**src/rtl/program_counter_stack.sv**
```systemverilog
// rtl/program_counter_stack.sv - program counter with inc/branch/jump and a LIFO return-address stack
module program_counter_stack #(
  parameter int WIDTH = 8,
  parameter int DEPTH = 4
) (
  input  logic                       clk,
  input  logic                       resetBar,
  input  logic                       doJumpBar,
  input  logic                       doInc,
  input  logic                       doBranch,
  input  logic                       doCall,
  input  logic                       doRet,
  input  logic [WIDTH-1:0]           dbus,
  output logic [WIDTH-1:0]           pc,
  output logic [$clog2(DEPTH+1)-1:0] depth,
  output logic                       fault
);

  localparam int DW = $clog2(DEPTH + 1);
  localparam int IW = (DEPTH > 1) ? $clog2(DEPTH) : 1;
  localparam logic [DW-1:0] FULL_LVL = DW'(DEPTH);

  // stack entries carry no reset: anything at or above depth is unreachable
  logic [WIDTH-1:0] stack [DEPTH];

  logic [WIDTH-1:0] pc_inc;
  logic [IW-1:0]    push_idx;
  logic [IW-1:0]    top_idx;
  logic             is_full;
  logic             is_empty;
  logic             push_ok;

  assign pc_inc   = pc + WIDTH'(1);
  assign push_idx = IW'(depth);
  assign top_idx  = IW'(depth - DW'(1));
  assign is_full  = (depth == FULL_LVL);
  assign is_empty = (depth == '0);
  // a call only pushes when no return outranks it and there is room
  assign push_ok  = doCall && !doRet && !is_full;

  // pc, depth and fault: one prioritised operation per edge, ret > call > jump > branch > inc
  always_ff @(posedge clk or negedge resetBar) begin
    if (!resetBar) begin
      pc    <= '0;
      depth <= '0;
      fault <= 1'b0;
    end else if (doRet) begin
      if (is_empty) begin
        fault <= 1'b1;
      end else begin
        pc    <= stack[top_idx];
        depth <= depth - DW'(1);
      end
    end else if (doCall) begin
      if (is_full) begin
        fault <= 1'b1;
      end else begin
        pc    <= dbus;
        depth <= depth + DW'(1);
      end
    end else if (!doJumpBar) begin
      pc <= dbus;
    end else if (doBranch) begin
      pc <= pc + dbus;
    end else if (doInc) begin
      pc <= pc_inc;
    end
  end

  // return-address write on an accepted call; the address after the call site is saved
  always_ff @(posedge clk) begin
    if (resetBar && push_ok) begin
      stack[push_idx] <= pc_inc;
    end
  end

endmodule

```
**config.mk**
```make
export PLATFORM = sky130hd
export DESIGN_NAME = program_counter_stack
export DESIGN_NICKNAME = d
export VERILOG_FILES = /design/src/rtl/program_counter_stack.sv
export SDC_FILE = /design/constraint.sdc
export NUM_CORES = 1
export LEC_CHECK = 0
export CORE_MARGIN = 2
export CORE_UTILIZATION = 51
export DETAILED_ROUTE_END_ITERATION = 16
export PLACE_DENSITY = 0.8
export SYNTH_ARGS = -nofsm -noshare
export SYNTH_HDL_FRONTEND = slang
export SYNTH_SLANG_ARGS = --single-unit
```
**constraint.sdc**
```tcl
create_clock -name clk -period 2.2 [get_ports clk]
set_input_delay 0.44 -clock clk [delete_from_list [all_inputs] [get_ports clk]]
set_output_delay 0.44 -clock clk [all_outputs]
set_load 0.005 [all_outputs]
```
# Word-level counts from Yosys, hierarchy flattened
# Memories as Yosys holds them, arrays and structs flattened.
# Cells that the tools add are included.
# word_totals
output_inout_bits,12
ram_bits,32
word_cells,42
regBits,12
inputBits,15
n_memories,1
# memory_table
memory,words,width,read_ports,rd_ports_with_merged_regs,write_ports,line_no,text
stack,4,8,1,0,1,24,logic [WIDTH-1:0] stack [DEPTH];
# op_classes
n_reduce_logical,11
n_addsub,4
n_eq_ne,6
mux,17
# op_table
op,n
8-bit two-way mux,7
3-bit two-way mux,4
3-bit AND reduction,3
8-bit by 1-bit adder with 8-bit output (second input constant),1
8-bit adder,1
1-bit two-way mux,6
5-bit by 1-bit != test with 1-bit output (second input constant),1
2-bit != test (second input constant),2
2-bit nonzero test,2
3-bit by 1-bit adder with 3-bit output (second input constant),1
3-bit equality test (second input constant),1
1-bit logical AND,3
3-bit logical NOT,1
3-bit != test (second input constant),1
3-bit by 1-bit subtractor with 3-bit output (second input constant),1
1-bit logical NOT,2
2-bit by 1-bit != test with 1-bit output (second input constant),1

# Logic depth before layout (Yosys ltp)
# Gate-level depths: netlist of run 1.
# logic_depth
depth_word,6
mapped_depth,9
mapped_depth_nobuf,8

# Worst setup path after synthesis of run 1
# Ideal clock, no wire load.
# synth_path
kind,register -> register
from,reg depth[0]
to,mem stack[0][0] (enable)
path_slack_ns,0.050
arrival_time_ns,1.818
setup_time_ns,0.332
n_path_buf,1
path_stages_with_launch,8
synth_period_minus_slack_ns,2.150
t_required_ns,1.868
path_cell_list,dfrtp_1 buf_4 inv_1 ha_1 ha_1 nor2b_1 and3_1 and2_1
# synth_between
elab_chain_cells,6
# synth_lines
element,line_no,text
"start, declared",15,"output logic [$clog2(DEPTH+1)-1:0] depth,"
"start signal, assigned",52,depth <= depth - DW'(1);
"start signal, assigned",59,depth <= depth + DW'(1);
3-bit equality test,36,assign is_full = (depth == FULL_LVL);
1-bit logical NOT,39,assign push_ok = doCall && !doRet && !is_full;
1-bit logical AND,39,
1-bit logical AND,72,if (resetBar && push_ok) begin
1-bit two-way mux,72,
1-bit two-way mux (implied by the code),73,stack[push_idx] <= pc_inc;
"end, declared",24,
# Several ways; a longest one is shown, not always the timed one.

# Worst setup path in the final report of run 1
# layout_path
from,in dbus[0]
to,reg pc[6]
# layout_between
elab_chain_cells,5
# layout_lines
element,line_no,text
"start, declared",13,"input logic [WIDTH-1:0] dbus,"
8-bit adder,64,pc <= pc + dbus;
8-bit two-way mux,63,end else if (doBranch) begin
8-bit two-way mux,61,end else if (!doJumpBar) begin
8-bit two-way mux,54,end else if (doCall) begin
8-bit two-way mux,47,end else if (doRet) begin
"end signal, assigned",62,pc <= dbus;
"end signal, assigned",64,
"end signal, assigned",66,pc <= pc_inc;
"end, declared",14,"output logic [WIDTH-1:0] pc,"
# No other way between the ends.
# A chain may end at the register's enable or synchronous reset.

==> results of run 1 <==
cell families after synthesis:
family                   synth area share (%)
XOR/XNOR                                 3.49
buffers and inverters                    3.98
adder cells (fa/ha/maj)                  7.77
multiplexers                             9.41
flip-flops                               50.2
AND/OR/NAND/NOR                          11.2
AO/OA/AOI/OAI                            13.9
final cells by class:
cell class                 instances  share of cell area [%]
sequential                        44                    39.2
clock inverter                     3                    1.48
timing repair buffer              56                    16.7
multi-input combinational        144                    36.3
tap                               67                    2.61
inverter                          13                    1.60
clock buffer                       5                    2.14
report_power, final:
part	switching [mW]	leakage [nW]	internal, mW
sequential	0.165	0.425	1.18
clock	0.282	0.0583	0.342
combinational	1.00	0.768	1.06
state kept, by name, summed over array words and instances (netlist names):
| signal | count |
|---|---|
| pc | 8 |
| depth | 3 |
| stack | 32 |
| fault | 1 |
routing by layer:
metal | vias to the layer above | part of all wire, %
met5 | - | 0
met4 | 0 | 2.1
met3 | 16 | 4.8
met2 | 67 | 50
met1 | 910 | 43
li1 | 904 | -
worst max path at each step:
stage / startpoint / end / slack, ps / depth (start not counted)
global route: dbus[0] / pc[6] / -10 / 9
finish: dbus[0] / pc[6] / 100 / 9
global placement: dbus[0] / pc[6] / -240 / 9
CTS: dbus[0] / pc[6] / 20 / 9
detailed placement: dbus[0] / pc[6] / -300 / 9
floorplan: depth[0] / stack[0][0] / 50 / 7
per-stage QoR:
stage                     cells  power [mW]  setup WS (ps)
after detailed placement    324        3.36           -301
after CTS                   332        4.01           15.9
final                       332        4.02           99.5
after global routing        332        4.29          -10.5
after floorplan             208        2.56           50.3
after global placement      324        3.30           -239
synth_stat cells (all sizes together), types with 2 or more instances:
cell,n
mux2i,3
and3,4
a211oi,9
nor2b,4
inv,13
mux2,2
ha,14
nand3,5
and2,5
nor3,5
xnor2,6
o31ai,2
o221ai,3
buf,6
nand2,10
mux4,8
a21oi,13
o21ai,11
xor2,4
nor2,17
edfxtp,32
dfrtp,12
worst register-to-register path, delay by kind of cell (launching register included):
| kind | cells | cell delay (ps) |
|---|---|---|
| adder cells (fa/ha/maj) | 2 | 460 |
| buffers and inverters | 1 | 100 |
| AO/OA/AOI/OAI | 4 | 930 |
| flip-flops | 1 | 410 |
==> results.sh, run 1 <==
export IMPL_postCtsHoldBufs=0
export IMPL_grt_use_met1_pct=28.8
export IMPL_syn_area_um2=2510
export IMPL_max_cap_violations=0
export IMPL_crit_path_end_kind="flop"
export IMPL_cts_sinks=44
export IMPL_slew_headroom_pct=55.8
export IMPL_setup_tns_ps=0
export IMPL_port_buffers=26
export IMPL_drt_wirelength_per_cell_um=17.3
export IMPL_grt_overflow=0
export IMPL_startpoint_type="input pin"
export IMPL_worstReg2RegStart="depth[1]"
export IMPL_cts_tree="built"
export IMPL_synth_top_area_share_pct=38.2
export IMPL_antenna_found_initial=0
export IMPL_tightestPinTransition_ps=647
export IMPL_synth_edff_count=32
export IMPL_drt_iter0_markers=145
export IMPL_critPathSlowestCell="clkdlybuf4s50_1"
export IMPL_clk_path_buf_depth=2
export IMPL_met2_usage_pct=37.6
export IMPL_routed_wl_um=5760
export IMPL_avgSynthCellArea_um2=12.1
export IMPL_post_cts_buffers=0
export IMPL_period_needed_ps=2100
export IMPL_dpl_cell_area_um2=3080
export IMPL_num_io_pins=27
export IMPL_die_h_um=74.2
export IMPL_fin_util_pct=68.1
export IMPL_r2r_cells=7
export IMPL_final_net_count=294
export IMPL_p_leak_nw=1.25
export IMPL_root_buffer="clkbuf_8"
export IMPL_drc=0
export IMPL_setup_violations=0
export IMPL_crit_chain="clkdlybuf4s50_1 -> ha_2 -> inv_1 -> fa_2 -> nor2b_2 -> o31a_1 -> o21ai_2 -> mux2_1 -> a21oi_2"
export IMPL_maxSlewViolCount=0
export IMPL_final_common_cell="edfxtp_1"
export IMPL_synth_largest_area_cell="edfxtp_1"
export IMPL_crit_fanout=2
export IMPL_synthTopCellsByArea="edfxtp_1 38%, dfrtp_1 12%, ha_1 7.0%"
export IMPL_arrival_ps=2330
export IMPL_mostFrequentLayoutCells="32 x edfxtp_1, 26 x clkdlybuf4s50_1, 26 x buf_4"
export IMPL_fillers=333
export IMPL_grt_pass1_vias=1911
export IMPL_critical_path_buf_inv_count=2
export IMPL_vias_per_cell=5.71
export IMPL_place_hpwl_um=4130
export IMPL_initial_utilization_pct=53.2
export IMPL_met3_usage_pct=4.88
export IMPL_synth_fp_nets=238
export IMPL_synth_cell_types=51
export IMPL_path_class="in -> reg"
export IMPL_worstSkewPairLatency_ps=300
export IMPL_gp_congestion=0.927
export IMPL_stdcell_area_um2=3210
export IMPL_regArea_um2=1260
export IMPL_status="completed"
export IMPL_worstReg2RegEnd="pc[6]"
export IMPL_drt_pass1_iter_count=5
export IMPL_post_cts_resized=0
export IMPL_critical_path_max_stage_delay_ps=480
export IMPL_htree_levels=2
export IMPL_final_hold_violation_count=0
export IMPL_r2r_slack_ps=200
export IMPL_grt_max_degree=23
export IMPL_multi_input_area_um2=1170
export IMPL_diodes=0
export IMPL_yosysWarnings=0
export IMPL_layout_drive_gt1_share_pct=22.3
export IMPL_fin_skew_ps=8.60
export IMPL_min_path_type="in -> async"
export IMPL_clk_pin_slew_worst_paths_ps=90
export IMPL_detail_route_antenna_nets=0
export IMPL_yosysSeqAreaShare_pct=50.2
export IMPL_critPathTopFamily="buffers and inverters"
export IMPL_async_flop_share_pct=27.3
export IMPL_grt_pass1_wl_um=9060
export IMPL_top_usage_layer="met2"
export IMPL_rows=25
export IMPL_max_freq_mhz=476
export IMPL_p_per_area_nw_per_um2=1250
export IMPL_yosys_register_bits=44
export IMPL_grt_util_all_layers_pct=22.5
export IMPL_fin_crit_sh_pct=95.5
export IMPL_dieArea_um2=5500
export IMPL_cp_required_ps=2430
export IMPL_die_w_um=74.2
export IMPL_synthFlopType="edfxtp_1"
export IMPL_numCtsBuffers=5
export IMPL_core_area_um2=4720
export IMPL_vdd_ir_drop_worst_v=0.000562
export IMPL_synthToLayoutAreaGrowth_pct=27.9
export IMPL_finalHoldWorstSlack_ps=478
export IMPL_postSynthCellCount=208
export IMPL_vias=1897
Note: power is estimated with default switching activity, not from simulation.
==> run 2, diff against run 1 <==
- CTS_CLUSTER_DIAMETER: unset -> 100
- SKIP_CTS_REPAIR_TIMING: unset -> 1
==> results of run 2 <==
No change in the layout: final DEF, timing and power equal those of run 1.
==> run 3, diff against run 2 <==
- TNS_END_PERCENT: unset -> 10
==> results of run 3 <==
No change in the layout: final DEF, timing and power equal those of run 1.
